--- src/rtl/fb_wr_arbiter.sv ---
// fb_wr_arbiter
//   Owns the single frame-buffer write path into ram_wr. Pixels come from two
//   drawing requesters (A: game fsm, B: overlay/score drawer) and from an
//   internal clear-screen engine. At most one pixel is written per clock.
//
//   Ports
//     clk50M, rst_n          system clock, asynchronous active-low reset
//     clr_start, clr_color   one-cycle request to fill the screen with clr_color
//     clr_busy               clear engine currently owns the write path
//     a_* / b_*              valid/ready pixel requesters (x 8b, y 9b, colour 3b)
//     x, y, color, write_en  registered write command to ram_wr
//     oob_err                one-cycle pulse for an accepted off-screen pixel
//
//   Requester handshakes complete combinationally (ready in the same cycle as
//   valid); the resulting write reaches ram_wr one clock later.
module fb_wr_arbiter #(
  parameter int WIDTH        = 240,
  parameter int HEIGHT       = 320,
  parameter int CLR_ON_RESET = 1
) (
  input  logic       clk50M,
  input  logic       rst_n,
  input  logic       clr_start,
  input  logic [2:0] clr_color,
  output logic       clr_busy,
  input  logic       a_valid,
  input  logic [7:0] a_x,
  input  logic [8:0] a_y,
  input  logic [2:0] a_color,
  output logic       a_ready,
  input  logic       b_valid,
  input  logic [7:0] b_x,
  input  logic [8:0] b_y,
  input  logic [2:0] b_color,
  output logic       b_ready,
  output logic [7:0] x,
  output logic [8:0] y,
  output logic [2:0] color,
  output logic       write_en,
  output logic       oob_err
);

  typedef enum logic {
    ST_ARB   = 1'b0,
    ST_CLEAR = 1'b1
  } state_t;

  localparam state_t     RST_STATE = (CLR_ON_RESET != 0) ? ST_CLEAR : ST_ARB;
  localparam logic [7:0] X_LAST    = 8'(WIDTH - 1);
  localparam logic [8:0] Y_LAST    = 9'(HEIGHT - 1);
  localparam logic [31:0] W_U      = 32'(WIDTH);
  localparam logic [31:0] H_U      = 32'(HEIGHT);

  state_t     state, state_nxt;
  logic       rr_b;        // round-robin pointer: 0 favours A, 1 favours B
  logic [7:0] clr_x;
  logic [8:0] clr_y;
  logic [2:0] clr_col;
  logic       clr_last;

  logic       acc_a, acc_b, acc_any;
  logic [7:0] sel_x;
  logic [8:0] sel_y;
  logic [2:0] sel_color;
  logic       sel_in_rng;

  assign clr_last = (clr_x == X_LAST) && (clr_y == Y_LAST);

  // ---- FSM: state register ----
  always_ff @(posedge clk50M or negedge rst_n) begin
    if (!rst_n) state <= RST_STATE;
    else        state <= state_nxt;
  end

  // ---- FSM: next state ----
  always_comb begin
    state_nxt = state;
    case (state)
      ST_ARB:   if (clr_start) state_nxt = ST_CLEAR;
      ST_CLEAR: if (clr_last)  state_nxt = ST_ARB;
      default:  state_nxt = ST_ARB;
    endcase
  end

  // ---- FSM: outputs (grant decision) ----
  // A clr_start in ARB wins over both requesters in the same cycle.
  always_comb begin
    a_ready  = 1'b0;
    b_ready  = 1'b0;
    clr_busy = (state == ST_CLEAR);
    if (state == ST_ARB && !clr_start) begin
      if (a_valid && b_valid) begin
        a_ready = !rr_b;
        b_ready = rr_b;
      end else begin
        a_ready = a_valid;
        b_ready = b_valid;
      end
    end
  end

  assign acc_a   = a_valid && a_ready;
  assign acc_b   = b_valid && b_ready;
  assign acc_any = acc_a || acc_b;

  always_comb begin
    sel_x     = acc_b ? b_x     : a_x;
    sel_y     = acc_b ? b_y     : a_y;
    sel_color = acc_b ? b_color : a_color;
  end

  assign sel_in_rng = (32'(sel_x) < W_U) && (32'(sel_y) < H_U);

  // ---- write-port register stage ----
  // Coordinates and colour hold their last values when nothing is written;
  // only the strobes are pulsed.
  always_ff @(posedge clk50M or negedge rst_n) begin
    if (!rst_n) begin
      x        <= '0;
      y        <= '0;
      color    <= '0;
      write_en <= 1'b0;
      oob_err  <= 1'b0;
      rr_b     <= 1'b0;
      clr_x    <= '0;
      clr_y    <= '0;
      clr_col  <= '0;
    end else begin
      write_en <= 1'b0;
      oob_err  <= 1'b0;
      if (state == ST_CLEAR) begin
        x        <= clr_x;
        y        <= clr_y;
        color    <= clr_col;
        write_en <= 1'b1;
        // Raster scan, x inner; both counters return to 0 after the last
        // pixel so the next clear starts at the origin.
        if (clr_last) begin
          clr_x <= '0;
          clr_y <= '0;
        end else if (clr_x == X_LAST) begin
          clr_x <= '0;
          clr_y <= clr_y + 9'd1;
        end else begin
          clr_x <= clr_x + 8'd1;
        end
      end else if (clr_start) begin
        clr_col <= clr_color;
        clr_x   <= '0;
        clr_y   <= '0;
      end else if (acc_any) begin
        rr_b <= acc_a;
        if (sel_in_rng) begin
          x        <= sel_x;
          y        <= sel_y;
          color    <= sel_color;
          write_en <= 1'b1;
        end else begin
          oob_err  <= 1'b1;
        end
      end
    end
  end

endmodule

--- config.mk ---
export PLATFORM = sky130hd
export DESIGN_NAME = fb_wr_arbiter
export DESIGN_NICKNAME = d
export VERILOG_FILES = /design/src/rtl/fb_wr_arbiter.sv
export SDC_FILE = /design/constraint.sdc
export NUM_CORES = 1
export LEC_CHECK = 0
export ABC_AREA = 1
export CAP_MARGIN = 10
export CORE_MARGIN = 8
export CORE_UTILIZATION = 48
export DETAILED_ROUTE_END_ITERATION = 16
export PLACE_DENSITY = 0.82
export SYNTH_ARGS = -nofsm -noshare
export SYNTH_HDL_FRONTEND = slang
export SYNTH_SLANG_ARGS = --single-unit
--- constraint.sdc ---
create_clock -name clk50M -period 2.1 [get_ports clk50M]
set_clock_uncertainty 0.05 [all_clocks]
set_input_delay 0.315 -clock clk50M [delete_from_list [all_inputs] [get_ports clk50M]]
set_output_delay 0.315 -clock clk50M [all_outputs]
set_load 0.01 [all_outputs]
* Yosys cells after proc, flatten, opt, wreduce, memory -nomap -nowiden
Index checks and enable logic that the tools add are counted.
** Word-level totals
- Bits in registers :: 44
- Bits in latches :: 0
- Bits in writable memories :: 0
- Memory bits (read-only) :: 0
- Input bits :: 48
- Output and inout bits :: 25
- Word-level logic and storage cells :: 74
- Memories :: 0
** Cells by class
- Add/subtract/negate cells :: 2
- $mul :: 0
- Div/mod/pow operators :: 0
- $lt $le $gt $ge :: 2
- Eq/ne operators :: 4
- Shift-type cells :: 0
- Mux-type cells :: 38
- Bitwise gates (word level) :: 2
- Reductions and logical operators :: 16
** Operators by type and width (count)
- $mux 9 :: 9
- $mux 8 :: 9
- $mux 3 :: 5
- $mux 1 :: 14
- $add 9x1->9 const B :: 1
- $eq 9x9->1 const B :: 1
- $lt 9x9->1 const B :: 1
- $add 8x1->8 const B :: 1
- $eq 8x8->1 const B :: 1
- $lt 8x8->1 const B :: 1
- $logic_and 1x1->1 :: 6
- $reduce_and 3->1 :: 2
- $reduce_bool 2->1 :: 3
- $reduce_and 2->1 :: 2
- $ne 3x1->1 const B :: 1
- $logic_not 1->1 :: 2
- $ne 2x1->1 const B :: 1
- $not 1->1 :: 2
- $pmux 1 s2 :: 1
- $logic_or 1x1->1 :: 1

* Logic depth before layout (Yosys ltp)
Gate-level depths: netlist (run 1).
- Word-level depth :: 11
- Mapped depth :: 13
- Mapped depth without buffers :: 11

* Worst setup path before layout (run 1)
No wires, ideal clock.
- Path type :: register to register
- From :: register state (netlist: clr_busy)
- To :: register y[8]
- Library setup time :: 0.117 ns
- Arrival time :: 1.476 ns
- Required time :: 1.933 ns
- Setup slack :: 0.457 ns
- Stages on the path, launching flop included :: 12
- Buffers on the path :: 2
- Period minus slack after synthesis :: 1.643 ns
- Cells stage by stage :: dfstp_2 -> nor2_4 -> buf_4 -> nand4_1 -> nand2_1 -> nor2_1 -> nand2_1 -> nand3_2 -> nand2_2 -> buf_6 -> nand2_1 -> nand2_1
** Between the ends
- Longest elaborated chain between the ends :: 9
- Elaborated cells on any way between the ends :: 20
- Classes of those cells :: order compare (2); eq/ne (1); mux (8); bitwise (1); reduce/logical (8)
** Ends and longest elaborated chain
- start, declared :: line 54 : state_t state, state_nxt;
- start signal, assigned :: line 72 : else state <= state_nxt;
- $not 1->1 (no source line)
- $logic_and 1x1->1 :: line 91 : if (state == ST_ARB && !clr_start) begin
- $mux 1 :: line 91
- $logic_and 1x1->1 :: line 103 : assign acc_b = b_valid && b_ready;
- $mux 9 / $mux 8 (equally long branches) :: line 108, 107
- $lt 9x9->1, or another cell as far along :: line 112 : assign sel_in_rng = (32'(sel_x) < W_U) && (32'(sel_y) < H_U);
- $logic_and 1x1->1 / $mux 9 (equally long branches) :: line 112, 151
- $reduce_bool 2->1 (no source line) / $mux 9 (equally long branches)
- $reduce_and 3->1 (no source line) / $mux 9 (equally long branches)
- end signal, assigned :: line 133 : y <= clr_y;
- end signal, assigned :: line 155 : y <= sel_y;
- end, declared :: line 37 : output logic [8:0] y,
Parallel ways exist; a longest one is shown, timed or not. The select of a mux whose other input is x is not followed.
A chain may end at the register's enable or synchronous reset.

* Final worst setup path (run 1)
- From :: register state (netlist: clr_busy)
- To :: output port clr_busy
** RTL lines
- end, declared :: line 25 : output logic clr_busy,
No word-level cell between the ends.

==> results of run 1 <==
-- final cells by class --
type	count	area, µm²	area share
Multi-Input combinational cell	232	1142	0.3239
Clock inverter	2	38.79	0.01100
Sequential cell	44	1102	0.3125
Inverter	45	168.9	0.04789
Timing Repair Buffer	95	904.6	0.2565
Clock buffer	6	82.58	0.02341
Tap cell	70	87.58	0.02483
-- metal layers --
layer | global-route usage | up-vias | wire (µm)
met2 | 0.3035 | 110 | 3532
met1 | 0.2479 | 1221 | 3114
li1 | - | 1267 | -
met4 | 0.06298 | 0 | 100
met5 | 0 | - | 0
met3 | 0.03528 | 12 | 574
-- registers in the layout (all words and copies together), names as in the netlist --
register and count:
clr_y 9, y 9, clr_x 8, x 8, clr_col 3, color 3
clr_busy 1, oob_err 1, rr_b 1, write_en 1
-- stage by stage --
step / area [µm²] / setup slack [ps]
final: 3527 / 67.27
after global routing: 3527 / 9.936
after floorplan: 2514 / 457.4
after global placement: 3359 / -18.78
after detailed placement: 3359 / -118.2
after CTS: 3490 / 22.02
-- worst paths after layout --
kind,endpoint,depth (start not counted)
worst max-delay path,clr_busy,2
worst min-delay path,clr_y[5],2
worst max register to register,clr_y[4],8
worst min register to register,x[1],2
max in group asynchronous,clr_x[0],3
min in group clk50M,x[1],2
-- critical path: stages, from the launching register on --
cell and delay, ps:
dfstp_2 560, buf_4 240, clkdlybuf4s50_1 580
-- synth_stat cells --
master	count	area, µm²
nand2_1	90	337.8
inv_1	45	168.9
dfrtp_1	43	1076
o21ai_0	38	190.2
nand3_1	26	130.1
nor2_1	22	82.58
o22ai_1	13	81.33
nand4_1	12	75.07
a21oi_1	7	35.03
clkbuf_1	7	26.28
nor3_1	5	25.02
buf_4	4	30.03
xor2_1	4	35.03
buf_2	3	15.01
buf_6	3	33.78
mux2_2	3	33.78
ha_1	2	25.02
nand2_2	2	12.51
nand3_2	2	20.02
nor2_4	2	22.52
xnor2_1	2	17.52
a21boi_0	1	7.510
dfstp_2	1	26.28
or2_2	1	6.260
-- logic make-up (layout without fill, tap and decap cells) --
kind of cell,count (synthesis),after routing,synth area share
and+or+nand+nor,162,162,0.2832
buffers and inverters,62,148,0.1090
AOI/OAI and AO/OA,59,59,0.1249
DFF,44,44,0.4385
xor gates and xnor gates,6,6,0.02091
muxes,3,3,0.01344
adders and majority gates,2,2,0.009954
-- report_power, final --
part / switching, mW / leakage, nW / internal (mW)
clock: 0.294 / 0.0614 / 0.389
sequential: 0.207 / 0.532 / 1.11
combinational: 0.533 / 1.15 / 0.543
-- timing repair --
item / CTS / global route
hold buffers: 1 / 0
resized for setup: 1 / 2
setup endpoints to repair: 1 / 10
endpoints found under the hold margin: 19 / 0
setup buffers: 0 / 4
pin swaps: 0 / 1
==> impl_metrics.json, run 1 <==
{
  "crit_required_ps": 1740,
  "setup_tns_ps": 0,
  "endpoint_kind": "output port",
  "max_freq_mhz": 491.9,
  "tightest_slew_ps": 484.9,
  "grt_pass1_wl_um": 11570,
  "path_class": "reg2out",
  "ios": 73,
  "fin_util": 0.6950,
  "cts_sinks": 44,
  "stdcell_count": 494,
  "drv_slew": 0,
  "crit_start": "clr_busy",
  "area_growth_pct": 40.32,
  "drt-wirelength-per-cell_um": 14.82,
  "nFillCells": 425,
  "insertion_delay_ps": 300,
  "drt_iter0_drc": 237,
  "vias_per_cell": 5.283,
  "antenna_found_initial": 0,
  "dr.pass1.iters": 6,
  "yosys_warnings": 0,
  "hold_viol_final": 0,
  "arrival_ps": 1670,
  "peakVddDrop_uv": 540.4,
  "cts_tree": "built",
  "portBuffers": 72,
  "p_leak_nw": 1.741,
  "ys_ff_latch": 44,
  "place_congestion": 0.9183,
  "cts_buffers": 5,
  "synth_cells": 338,
  "most-common-layout-cells": "nand2_1 (90), clkdlybuf4s50_1 (69), inv_1 (45)",
  "h-tree-depth": 2,
  "vias": 2610,
  "track_usage": 0.1888,
  "overflow": 0,
  "clock_tree.buffer_depth": 2,
  "dieWidth_um": 88.37,
  "dpl.hpwl_um": 5565,
  "power_mw": 3.075,
  "synth_fp_nets": 388,
  "period_needed_ps": 2033,
  "finalSetupViolations": 0,
  "maxCapViolCount": 0,
  "drt-total-wl_um": 7321,
  "reg2reg_slack_ps": 150,
  "initial_core_util": 0.4953,
  "core-area_mm2": 0.005075,
  "final_layout_size_suffix_gt1_frac": 0.1014,
  "post_synth_instance_area_mm2": 0.002514,
  "ant_nets": 0,
  "period_share": 0.9680,
  "holdWs_ps": 460.7,
  "drc": 0,
  "grt_max_degree": 48,
  "status": "complete, no violations",
  "powerDensity_mw_per_mm2": 871.7,
  "worst_r2r_startpoint": "clr_x[0]",
  "clk_pin_slew_ps": 90,
  "die_area_mm2": 0.007808,
  "rsz0062_at_grt": "no",
  "critPathMaxFanout": 22,
  "min_path_type": "in2async",
  "cts-root-buf": "clkbuf_8",
  "synth-seq-area-share": 0.4385,
  "dp_cells": 481,
  "antenna_cells": 0,
  "die_y_um": 88.37,
  "final_net_count": 473,
  "slew_headroom": 0.6767,
  "row_count": 26,
  "critPathLaunchType": "register",
  "grt_pass1_vias": 2492,
  "yosysUniqueCellTypes": 24,
  "layout_commonest_cell": "nand2_1",
  "synth.avg_cell_area_um2": 7.437
}
No activity file was read; power rests on OpenSTA's default activity.
==> run 2, diff against run 1 <==
--- a/config.mk
+++ b/config.mk
@@ -8,9 +8,10 @@
 export ABC_AREA = 1
 export CAP_MARGIN = 10
 export CORE_MARGIN = 8
-export CORE_UTILIZATION = 48
+export CORE_UTILIZATION = 63
 export DETAILED_ROUTE_END_ITERATION = 16
-export PLACE_DENSITY = 0.82
+export DONT_BUFFER_PORTS = 1
+export PLACE_DENSITY = 0.8
 export SYNTH_ARGS = -nofsm -noshare
 export SYNTH_HDL_FRONTEND = slang
 export SYNTH_SLANG_ARGS = --single-unit
==> run 2 against run 1 <==
Against the previous run: sequential power rose by 5%; die area shrank 20%; utilization increased by 0.063 points; hold slack got worse by 340 ps; final cell count is 21% lower; fmax grew 6.9%; critical endpoint is now clr_y[5]; largest power group unchanged.
==> impl_metrics.json, run 2 (synthesized netlist as in run 1, its figures left out) <==
{
  "status": "complete, no violations",
  "p_leak_nw": 1.392,
  "fin_util": 0.6957,
  "pwr-share-clk": 0.216,
  "portBuffers": 0,
  "insertion_delay_ps": 290,
  "switching_share": 0.3631,
  "vias_per_cell": 5.702,
  "initial_core_util": 0.6423,
  "slew_headroom": 0.7738,
  "drt-total-wl_um": 6205,
  "die_area_mm2": 0.006267,
  "cts_sinks": 44,
  "holdWs_ps": 117.2,
  "drv_slew": 0,
  "row_count": 23,
  "layout_commonest_cell": "nand2_1",
  "rsz0062_at_grt": "no",
  "power.switching_mw": 0.9454,
  "nFillCells": 335,
  "cts_buffers": 5,
  "dpl-instance-area_mm2": 0.002544,
  "dr.pass1.iters": 4,
  "setup_tns_ps": 0,
  "period_share": 0.9057,
  "period_needed_ps": 1902,
  "largestRegisters": "clr_y (9), y (9)",
  "path_class": "reg2reg",
  "critPathLaunchType": "register",
  "grt_max_degree": 49,
  "final_layout_size_suffix_gt1_frac": 0.09357,
  "peakVddDrop_uv": 580.6,
  "cts-root-buf": "clkbuf_8",
  "most-common-layout-cells": "nand2_1 (90), inv_1 (45), dfrtp_1 (43)",
  "drt-wirelength-per-cell_um": 15.83,
  "pwr-share-comb": 0.248,
  "stdcell_count": 392,
  "area_growth_pct": 8.313,
  "place_congestion": 0.8150,
  "critPathMaxFanout": 22,
  "vias": 2235,
  "ios": 73,
  "dp_cells": 379,
  "cts_tree": "built",
  "dieWidth_um": 79.17,
  "crit_required_ps": 2220,
  "grt_pass1_vias": 2084,
  "clk_pin_slew_ps": 80,
  "ant_nets": 0,
  "final_net_count": 392,
  "overflow": 0,
  "clock_tree.buffer_depth": 2,
  "p_seq_frac": 0.535,
  "p_int_mw": 1.658,
  "dpl.hpwl_um": 4599,
  "h-tree-depth": 2,
  "hold_viol_final": 0,
  "grt_pass1_wl_um": 9991,
  "power_mw": 2.604,
  "final_cell_area_mm2": 0.002723,
  "max_freq_mhz": 525.8,
  "antenna_found_initial": 0,
  "arrival_ps": 2030,
  "post-place-ws_ps": 48.11,
  "min_path_type": "in2reg",
  "antenna_cells": 0,
  "fin_ws_ps": 198.0,
  "tightest_slew_ps": 335.8,
  "finalSetupViolations": 0,
  "track_usage": 0.1971,
  "drc": 0,
  "drt_iter0_drc": 138,
  "core-area_mm2": 0.003914,
  "maxCapViolCount": 0,
  "endpoint_kind": "register",
  "powerDensity_mw_per_mm2": 956.3,
  "die_y_um": 79.17
}
## run 2: cell types whose count changed in the layout (fill, tap and decap cells not counted), sizes merged
| cell | change |
|---|---|
| clkbuf | +1 |
| bufinv | -1 |
| buf | -10 |
| dlygate4sd2 | -1 |
| dlymetal6s2s | -1 |
| clkinv | -1 |
| clkdlybuf4s50 | -69 |
## run 2: worst max-delay path: stages (launching register included)
cell and delay, ps:
dfstp_2 570, buf_4 260, inv_1 140, nor2_2 250, nor2_4 70, buf_4 160
buf_4 140, nand4_1 80, o21ai_0 80
## run 2: path summary, 6_finish.rpt
path	to	cells past startpoint	from	slack [ps]
hold reg to reg	clr_col[1]	1	clr_col[1]	460
setup / recovery	clr_y[5]	8	clr_busy	200
max in group asynchronous	clr_busy	2	rst_n	1250
hold / removal	clr_col[0]	1	clr_color[0]	120
min in group asynchronous	y[6]	2	rst_n	480
setup reg to reg	clr_y[5]	8	clr_busy	200
## run 2: repair_timing
item / CTS / global route
hold buffers: 2 / 0
gates resized for setup: 0 / 4
endpoints found under the setup margin: 0 / 24
buffers inserted: 0 / 4
endpoints found under the hold margin: 44 / 0
## run 2: per-layer routing
layer,up-vias,share of wire,GRT usage
met5,-,0,0
li1,1102,-,-
met2,79,0.46,0.2933
met4,0,0.011,0.04815
met1,1047,0.43,0.2765
met3,7,0.099,0.05305
## run 2: final cells by class
type	instances	area, µm²	share of cell area
clock buffer	7	96.34	0.03539
inverter	45	168.9	0.06204
timing repair buffer	14	132.6	0.04871
sequential	44	1102	0.4049
tap	50	62.56	0.02298
multi-input combinational	232	1160	0.4260
## run 2: power by group through the flow
stage / sequential, mW / clock, mW / combinational, mW
floorplan: 1.35 / 0 / 0.489
global placement: 1.41 / 0 / 0.581
detailed placement: 1.41 / 0 / 0.611
CTS: 1.40 / 0.570 / 0.639
global route: 1.43 / 0.605 / 0.762
finish: 1.39 / 0.563 / 0.647
==> run 3, diff against run 2 <==
--- a/config.mk
+++ b/config.mk
@@ -7,6 +7,7 @@
 export LEC_CHECK = 0
 export ABC_AREA = 1
 export CAP_MARGIN = 10
+export CORE_ASPECT_RATIO = 1.5
 export CORE_MARGIN = 8
 export CORE_UTILIZATION = 63
 export DETAILED_ROUTE_END_ITERATION = 16
==> run 3 against run 2 <==
Against the previous run: wire length is 5.1% higher; fmax decreased by 0.13%; setup slack worse by 2.4 ps; first-iteration DRC count up 2.9%; via count is essentially flat.
==> impl_metrics.json, run 3 (synthesized netlist as in run 1, its figures left out) <==
{
  "status": "complete, no violations",
  "ant_nets": 0,
  "final_layout_size_suffix_gt1_frac": 0.08798,
  "timing.critical_path.to": "clr_y[4]",
  "h-tree-depth": 2,
  "largestRegisters": "clr_y (9), y (9)",
  "post-place-ws_ps": 43.19,
  "clock_tree.buffer_depth": 2,
  "timing.rr.end": "clr_y[4]",
  "tightest_slew_ps": 386.4,
  "vias": 2237,
  "core-area_mm2": 0.003889,
  "drt-total-wl_um": 6523,
  "final_net_count": 390,
  "drv_slew": 0,
  "drc": 0,
  "dr.pass1.iters": 4,
  "ios": 73,
  "track_usage": 0.2118,
  "dp_cells": 374,
  "maxCapViolCount": 0,
  "period_needed_ps": 1904,
  "portBuffers": 0,
  "grt_max_degree": 45,
  "antenna_found_initial": 0,
  "initial_core_util": 0.6464,
  "place_congestion": 0.8928,
  "cts_tree": "built",
  "min_path_type": "in2reg",
  "period_share": 0.9069,
  "cts-root-buf": "clkbuf_8",
  "layout_commonest_cell": "nand2_1",
  "slew_headroom": 0.7421,
  "hold_viol_final": 0,
  "crit_start": "clr_x[0]",
  "row_count": 28,
  "vias_per_cell": 5.795,
  "overflow": 0,
  "critPathMaxFanout": 12,
  "clk_pin_slew_ps": 90,
  "dieWidth_um": 67.58,
  "dpl.hpwl_um": 4983,
  "worst-r2r-cell-count": 8,
  "cts_sinks": 44,
  "reg2reg_slack_ps": 200,
  "critPathLaunchType": "register",
  "endpoint_kind": "register",
  "setup_tns_ps": 0,
  "arrival_ps": 2030,
  "insertion_delay_ps": 300,
  "max_freq_mhz": 525.1,
  "antenna_cells": 0,
  "path_class": "reg2reg",
  "powerDensity_mw_per_mm2": 999.9,
  "drt-wirelength-per-cell_um": 16.90,
  "rsz0062_at_grt": "no",
  "cts_buffers": 5,
  "finalSetupViolations": 0,
  "peakVddDrop_uv": 712.1,
  "most-common-layout-cells": "nand2_1 (90), inv_1 (45), dfrtp_1 (43)",
  "die_area_mm2": 0.006309,
  "p_leak_nw": 1.390,
  "drt_iter0_drc": 142,
  "area_growth_pct": 7.666,
  "fin_ws_ps": 195.6,
  "nFillCells": 340,
  "stdcell_count": 386,
  "die_y_um": 93.36,
  "grt_pass1_wl_um": 10440,
  "crit_required_ps": 2230,
  "grt_pass1_vias": 2309,
  "worst_r2r_startpoint": "clr_x[0]"
}
## run 3: cell types whose count changed in the layout (fill, tap and decap cells not counted)
| cell | previous run | this run |
|---|---|---|
| clkinv_4 | 0 | 2 |
| nand3_4 | 2 | 1 |
| nor2_1 | 21 | 22 |
| clkbuf_8 | 7 | 5 |
| buf_12 | 2 | 0 |
| buf_16 | 0 | 1 |
| nand3_2 | 0 | 1 |
| nor2_2 | 1 | 0 |
| buf_4 | 11 | 10 |
| bufinv_16 | 0 | 1 |
## run 3: timing repair
action                                  in CTS  in global routing
hold buffers                                 2                  0
buffers inserted                             0                  2
resized for setup                            0                  2
endpoints found under the hold margin       44                  0
endpoints found under the setup margin       0                 22
## run 3: area by class of cell
| class | count | area, µm² | share of cell area |
|---|---|---|---|
| inverters | 45 | 168.9 | 0.06241 |
| flip-flops and latches | 44 | 1102 | 0.4073 |
| multi-input cells | 232 | 1150 | 0.4249 |
| repair buffers | 12 | 112.6 | 0.04161 |
| well taps | 45 | 56.30 | 0.02080 |
| clock buffers | 5 | 68.82 | 0.02543 |
| clock inverters | 3 | 47.55 | 0.01757 |
## run 3: stage by stage
step	hold WS (ps)	utilization	cell area (µm²)	power, mW
final	112.0	0.6959	2706	2.706
after global routing	111.0	0.6959	2706	2.885
after CTS	108.8	0.6889	2679	2.729
after detailed placement	-29.24	0.6493	2525	2.041
after global placement	-29.01	0.6493	2525	2.013
after floorplan	-30.59	-	2514	1.836
## run 3: report_power, final
part / leakage, nW / internal, mW / total [mW] / switching, mW
clock: 0.0583 / 0.358 / 0.661 / 0.302
sequential: 0.532 / 1.11 / 1.40 / 0.293
combinational: 0.800 / 0.253 / 0.643 / 0.390
total: 1.39 / 1.72 / 2.71 / 0.985
## run 3: per-layer routing
layer  up-vias  global-route usage  wire (µm)  part of all wire
met4         0              0.1138        184             0.028
li1       1096                   -          -                 -
met1      1023              0.2331       2430              0.37
met3        16             0.07665        633             0.097
met5         -                   0          0                 0
met2       102              0.3418       3275              0.50
## run 3: worst max-delay path, stage by stage (launching register included)
cell	delay, ps
dfrtp_1	360
ha_1	190
nand3_1	150
nor3_1	270
nor2_1	170
nor2_4	260
inv_1	90
o21ai_0	160
a21oi_1	90
## run 3: worst min path at each step
stage	startpoint	to	slack (ps)	cells after the start
5_1_grt	clr_color[1]	clr_col[1]	110	1
3_3_place_gp	rst_n	rr_b	-30	0
2_1_floorplan	rst_n	clr_col[0]	-30	0
6_report	clr_color[1]	clr_col[1]	110	1
3_5_place_dp	rst_n	rr_b	-30	0
4_1_cts	clr_color[1]	clr_col[1]	110	1
==> edit 1: new RTL, config.mk and constraints of run 1 <==
Register the output `oob_err` once more, cleared by the reset; this adds one clock of latency there. The other outputs are not delayed to match. Comments in the files are not updated.
--- a/src/rtl/fb_wr_arbiter.sv
+++ b/src/rtl/fb_wr_arbiter.sv
@@ -50,6 +50,8 @@
   localparam logic [8:0] Y_LAST    = 9'(HEIGHT - 1);
   localparam logic [31:0] W_U      = 32'(WIDTH);
   localparam logic [31:0] H_U      = 32'(HEIGHT);
+
+  logic oob_err_s0;
 
   state_t     state, state_nxt;
   logic       rr_b;        // round-robin pointer: 0 favours A, 1 favours B
@@ -120,14 +122,14 @@
       y        <= '0;
       color    <= '0;
       write_en <= 1'b0;
-      oob_err  <= 1'b0;
+      oob_err_s0 <= 1'b0;
       rr_b     <= 1'b0;
       clr_x    <= '0;
       clr_y    <= '0;
       clr_col  <= '0;
     end else begin
       write_en <= 1'b0;
-      oob_err  <= 1'b0;
+      oob_err_s0 <= 1'b0;
       if (state == ST_CLEAR) begin
         x        <= clr_x;
         y        <= clr_y;
@@ -156,11 +158,19 @@
           color    <= sel_color;
           write_en <= 1'b1;
         end else begin
-          oob_err  <= 1'b1;
+          oob_err_s0 <= 1'b1;
         end
       end
     end
   end
 
+  always_ff @(posedge clk50M or negedge rst_n) begin
+    if (!rst_n) begin
+      oob_err <= '0;
+    end else begin
+      oob_err <= oob_err_s0;
+    end
+  end
+
 endmodule
 
Behaviour: same outputs for any inputs over 10 cycles, from zero or initial values and one cycle with rst_n low; that may be too few to reach the edited logic, so the function may still have changed.
==> edit 1 against run 1 <==
- final area fell by 0.53%
- via count is 1.4% lower
- sequential cell count is 1 higher
- wire length decreased by 2.3%
- power shrank 4.9%
- synthesized area increased by 1.0%
- setup slack better by 0.098 ns
- critical path type is now input port to register
==> edit 1: results <==
set metrics [dict create \
    status "finished clean" \
    hp-class "register to register" \
    antenna_found_initial 0 \
    tightestPinTransition_ns 0.5250 \
    gp_congestion 0.8418 \
    ir_drop_uv 369.6 \
    pre_cts_slack_ns -0.1391 \
    grt_max_degree 48 \
    top_regs "clr_y (9), y (9)" \
    h-tree-depth 2 \
    reg2regPathDepth 8 \
    synthArstFlopShare_pct 100.0 \
    first_pass_iters 4 \
    p_leak_nw 1.718 \
    grt_pass1_vias 2477 \
    grt_pass1_wl_um 11810 \
    num-nets-final 475 \
    num_antenna_cells 0 \
    synthFlopType "dfrtp_1" \
    clk_latency_ns 0.30 \
    cp_data_arrival_time_ns 2.08 \
    syn_nets 389 \
    synth-seq-area-share_pct 44.41 \
    routedWlPerCell_um 14.42 \
    root_buffer "clkbuf_8" \
    cts.path.max_buffers 2 \
    clk_pin_slew_ns 0.08 \
    yosysWarnings 0 \
    yosys-top-cells-area "dfrtp_1 43%, nand2_1 13%, o21ai_0 7.5%, inv_1 6.7%, nand3_1 5.1%" \
    gr-usage-all-layers_pct 19.06 \
    synth_common_cells "90 x nand2_1, 45 x inv_1, 44 x dfrtp_1, 38 x o21ai_0, 26 x nand3_1" \
    dp_hpwl_um 5505 \
    dr.first_iter.drc_count 144 \
    synthDistinctLibCells 24 \
    port_buffers 72 \
    drive_above_1_share_pct 9.859 \
    dr_total_vias 2573 \
    min_path_cells 0 \
    cts_made_buffers 5 \
    path_max_fanout 21 \
]
edit 1: power breakdown:
group	switching (mW)	internal [mW]	total, mW
Sequential	0.200	1.13	1.33
Combinational	0.524	0.541	1.06
Clock	0.295	0.236	0.531
Total	1.02	1.91	2.92
edit 1: cells by family after synthesis:
kind of cell             count (synthesis)  share of synthesized area, %
AND/OR/NAND/NOR                        162                         28.04
buffers and inverters                   62                         10.79
AO/OA/AOI/OAI                           59                         12.37
flip-flops                              45                         44.41
XOR/XNOR                                 6                         2.070
multiplexers                             3                         1.331
adder cells (fa/ha/maj)                  2                        0.9855
edit 1: final timing paths:
check | start | end | slack, ns
worst max-delay path | b_valid | y[2] | 0.17
worst min-delay path | oob_err_s0 | oob_err | 0.33
worst max register to register | clr_x[0] | clr_y[2] | 0.24
worst min register to register | oob_err_s0 | oob_err | 0.33
max in group asynchronous | rst_n | y[8] | 0.96
min in group asynchronous | rst_n | clr_x[6] | 0.47
edit 1: per-layer routing:
layer | GRT usage [%] | share of wire [%] | up-vias
met5 | 0 | 0 | -
met4 | 6.912 | 1.8 | 0
met3 | 4.178 | 8.5 | 9
met2 | 30.53 | 47 | 98
met1 | 24.46 | 42 | 1186
li1 | - | - | 1280
edit 1: worst max-delay path, cell delays in order:
cell	delay [ns]
clkdlybuf4s50_1	0.62
nand3_2	0.11
buf_4	0.17
nand2_1	0.06
nand2_1	0.06
nor2_1	0.11
nand2_1	0.08
nand3_2	0.09
nand2_2	0.24
nand2_1	0.16
nand2_1	0.06
edit 1: what timing repair did:
| action | 4_1_cts | 5_1_grt |
|---|---|---|
| gates resized for setup | 2 | 3 |
| hold endpoints to repair | 20 | 0 |
| pin swaps | 0 | 1 |
| setup endpoints to repair | 2 | 6 |
| hold buffers | 1 | 0 |
| buffers inserted | 0 | 4 |
edit 1: stage by stage:
stage / instance area, um^2 / instances
3_5_place_dp: 3379 / 483
5_1_grt: 3508 / 496
6_report: 3508 / 496
2_1_floorplan: 2539 / 339
4_1_cts: 3471 / 492
3_3_place_gp: 3379 / 483
edit 1: final cells by class:
type,instances,area [um^2]
Fill cell,445,1599
Multi-Input combinational cell,232,1142
Sequential cell,45,1127
Timing Repair Buffer,96,898.4
Inverter,45,168.9
Tap cell,70,87.58
Clock buffer,7,76.32
Clock inverter,1,7.507
==> edit 2: new RTL, flow settings as in run 1 <==
Made on the original files. The parameter `WIDTH` goes from 240 to 128.
--- a/src/rtl/fb_wr_arbiter.sv
+++ b/src/rtl/fb_wr_arbiter.sv
@@ -14,7 +14,7 @@
 //   Requester handshakes complete combinationally (ready in the same cycle as
 //   valid); the resulting write reaches ram_wr one clock later.
 module fb_wr_arbiter #(
-  parameter int WIDTH        = 240,
+  parameter int WIDTH        = 128,
   parameter int HEIGHT       = 320,
   parameter int CLR_ON_RESET = 1
 ) (
Behaviour: same outputs for any inputs over 10 cycles, from zero or initial values and one cycle with rst_n low; that may be too few to reach the edited logic, so the function may still have changed.
==> edit 2 against run 1 <==
- synthesized area fell by 4.3%
- utilization is essentially flat
- final area decreased by 5.6%
- setup slack worse by 0.015 ns
- clock power down 15%
- sequential cell count stayed put
- power fell by 11%
- register-to-register slack better by 0.12 ns
- wire length shrank 6.8%
- count of clock-buffer cells in the layout grew 2
- combinational power fell by 15%
- critical path type is now input port to output pin
- critical endpoint is now b_ready
- largest power group unchanged
==> edit 2: results <==
set metrics [dict create \
    status "finished clean" \
    synth.largest_area_cell "dfrtp_1" \
    ir_drop_uv 557.3 \
    antenna_found_initial 0 \
    grt_max_degree 52 \
    synthMuxAreaShare_pct 1.872 \
    cpPeakStageDelay_ns 0.56 \
    pre_cts_slack_ns -0.1618 \
    r2r_start "clr_busy" \
    synthXorXnorAreaFrac_pct 1.820 \
    cts.path.max_buffers 2 \
    p_leak_nw 1.600 \
    cp_data_arrival_time_ns 1.68 \
    port_buffers 72 \
    overflow 0 \
    yosys-top-cells-area "dfrtp_1 45%, nand2_1 12%, nand3_1 6.7%, o21ai_0 6.7%, nor2_1 5.0%" \
    hp-class "input port to async pin" \
    clk_latency_ns 0.30 \
    cts_made_buffers 5 \
    path_max_fanout 5 \
    h-tree-depth 2 \
    synthDistinctLibCells 29 \
    gp_congestion 0.8665 \
    dr.first_iter.drc_count 174 \
    root_buffer "clkbuf_8" \
    gr-usage-all-layers_pct 18.58 \
    first_pass_iters 5 \
    syn_nets 361 \
    synth_compound_gate_area_share_pct 12.58 \
    tightestPinTransition_ns 0.5378 \
    synth_common_cells "75 x nand2_1, 43 x dfrtp_1, 32 x nand3_1, 32 x nor2_1, 32 x o21ai_0" \
    synth_adder_area_share_pct 1.040 \
    top_regs "clr_y (9), y (9)" \
    dr_total_vias 2382 \
    synth-seq-area-share_pct 45.81 \
    synthArstFlopShare_pct 100.0 \
    dp_hpwl_um 5238 \
    grt_pass1_vias 2255 \
    num-nets-final 440 \
    p_sw_share_pct 32.88 \
    drive_above_1_share_pct 10.23 \
    num_antenna_cells 0 \
    grt_pass1_wl_um 10850 \
    cp_slowest_cell "clkdlybuf4s50_1" \
    yosysWarnings 0 \
    setup.worst_path.start "b_valid" \
    routedWlPerCell_um 14.90 \
    clk_pin_slew_ns 0.08 \
    max_cap_violations 0 \
]
[edit 2: cell types whose count changed after synthesis, sizes merged, moves of 2 or more]
cell and delta:
nand4 -9, nand2 -12, inv -14, a21oi -2, o21ai -5, clkbuf -4
nand3 +6, nor2 +9, buf +2
[edit 2: per-layer routing]
metal  track usage (%)  up-vias  share of wire [%]
met4             6.573        0                1.8
met1             22.74     1117                 43
met3             3.592        8                5.9
met2             31.58       81                 49
met5                 0        -                  0
li1                  -     1176                  -
[edit 2: final timing paths]
kind / end / slack, ns / depth (start not counted)
worst min register to register: color[2] / 0.46 / 2
worst max register to register: clr_y[5] / 0.27 / 9
worst min-delay path: rr_b / 0.03 / 2
max in group asynchronous: write_en / 1.60 / 2
worst max-delay path: b_ready / 0.05 / 4
min in group clk50M: color[2] / 0.46 / 2
[edit 2: worst max-delay path: cells and delay by family]
kind	cells	cell delay, ns
simple gates	1	0.13
buf+inv	3	1.23
[edit 2: cell type report]
cell class              instances  area (um^2)
fillers                       388         1458
repair buffers                 87        839.6
inverters                      31        116.4
flip-flops and latches         44         1102
clock buffers                   8        100.1
multi-input cells             221         1086
well taps                      67        83.83
[edit 2: power by group through the flow]
stage          Clock, mW  Sequential [mW]  Combinational, mW
2_1_floorplan          0             1.26              0.431
3_3_place_gp           0             1.23              0.891
3_5_place_dp           0             1.24              0.918
4_1_cts            0.583             1.23              0.924
5_1_grt            0.615             1.25               1.03
6_report           0.580             1.23              0.922
[edit 2: what timing repair did]
item                       in CTS  in global routing
gates cloned                    0                  0
gates resized for setup         2                  1
setup endpoints to repair       2                  1
pin swaps                       1                  0
buffers inserted                2                  0
[edit 2: stage by stage]
stage               cell area, um^2  power [mW]  util [%]  hold slack [ns]  instances
detailed placement             3214       2.160     67.16           0.3680        448
global route                   3328       2.901     69.54          0.07654        458
CTS                            3328       2.733     69.54          0.04675        458
floorplan                      2406       1.691         -         -0.03059        311
finish                         3328       2.730     69.54          0.02552        458
global placement               3214       2.119     67.16           0.3710        448
[edit 2: kinds of logic (layout without fill, tap and decap cells)]
kind of cell,Yosys count,in the layout
and+or+nand+nor,155,155
xor gates and xnor gates,5,5
adders and majority gates,2,2
AOI/OAI and AO/OA,55,55
buffers and inverters,46,126
DFF,44,44
muxes,4,4
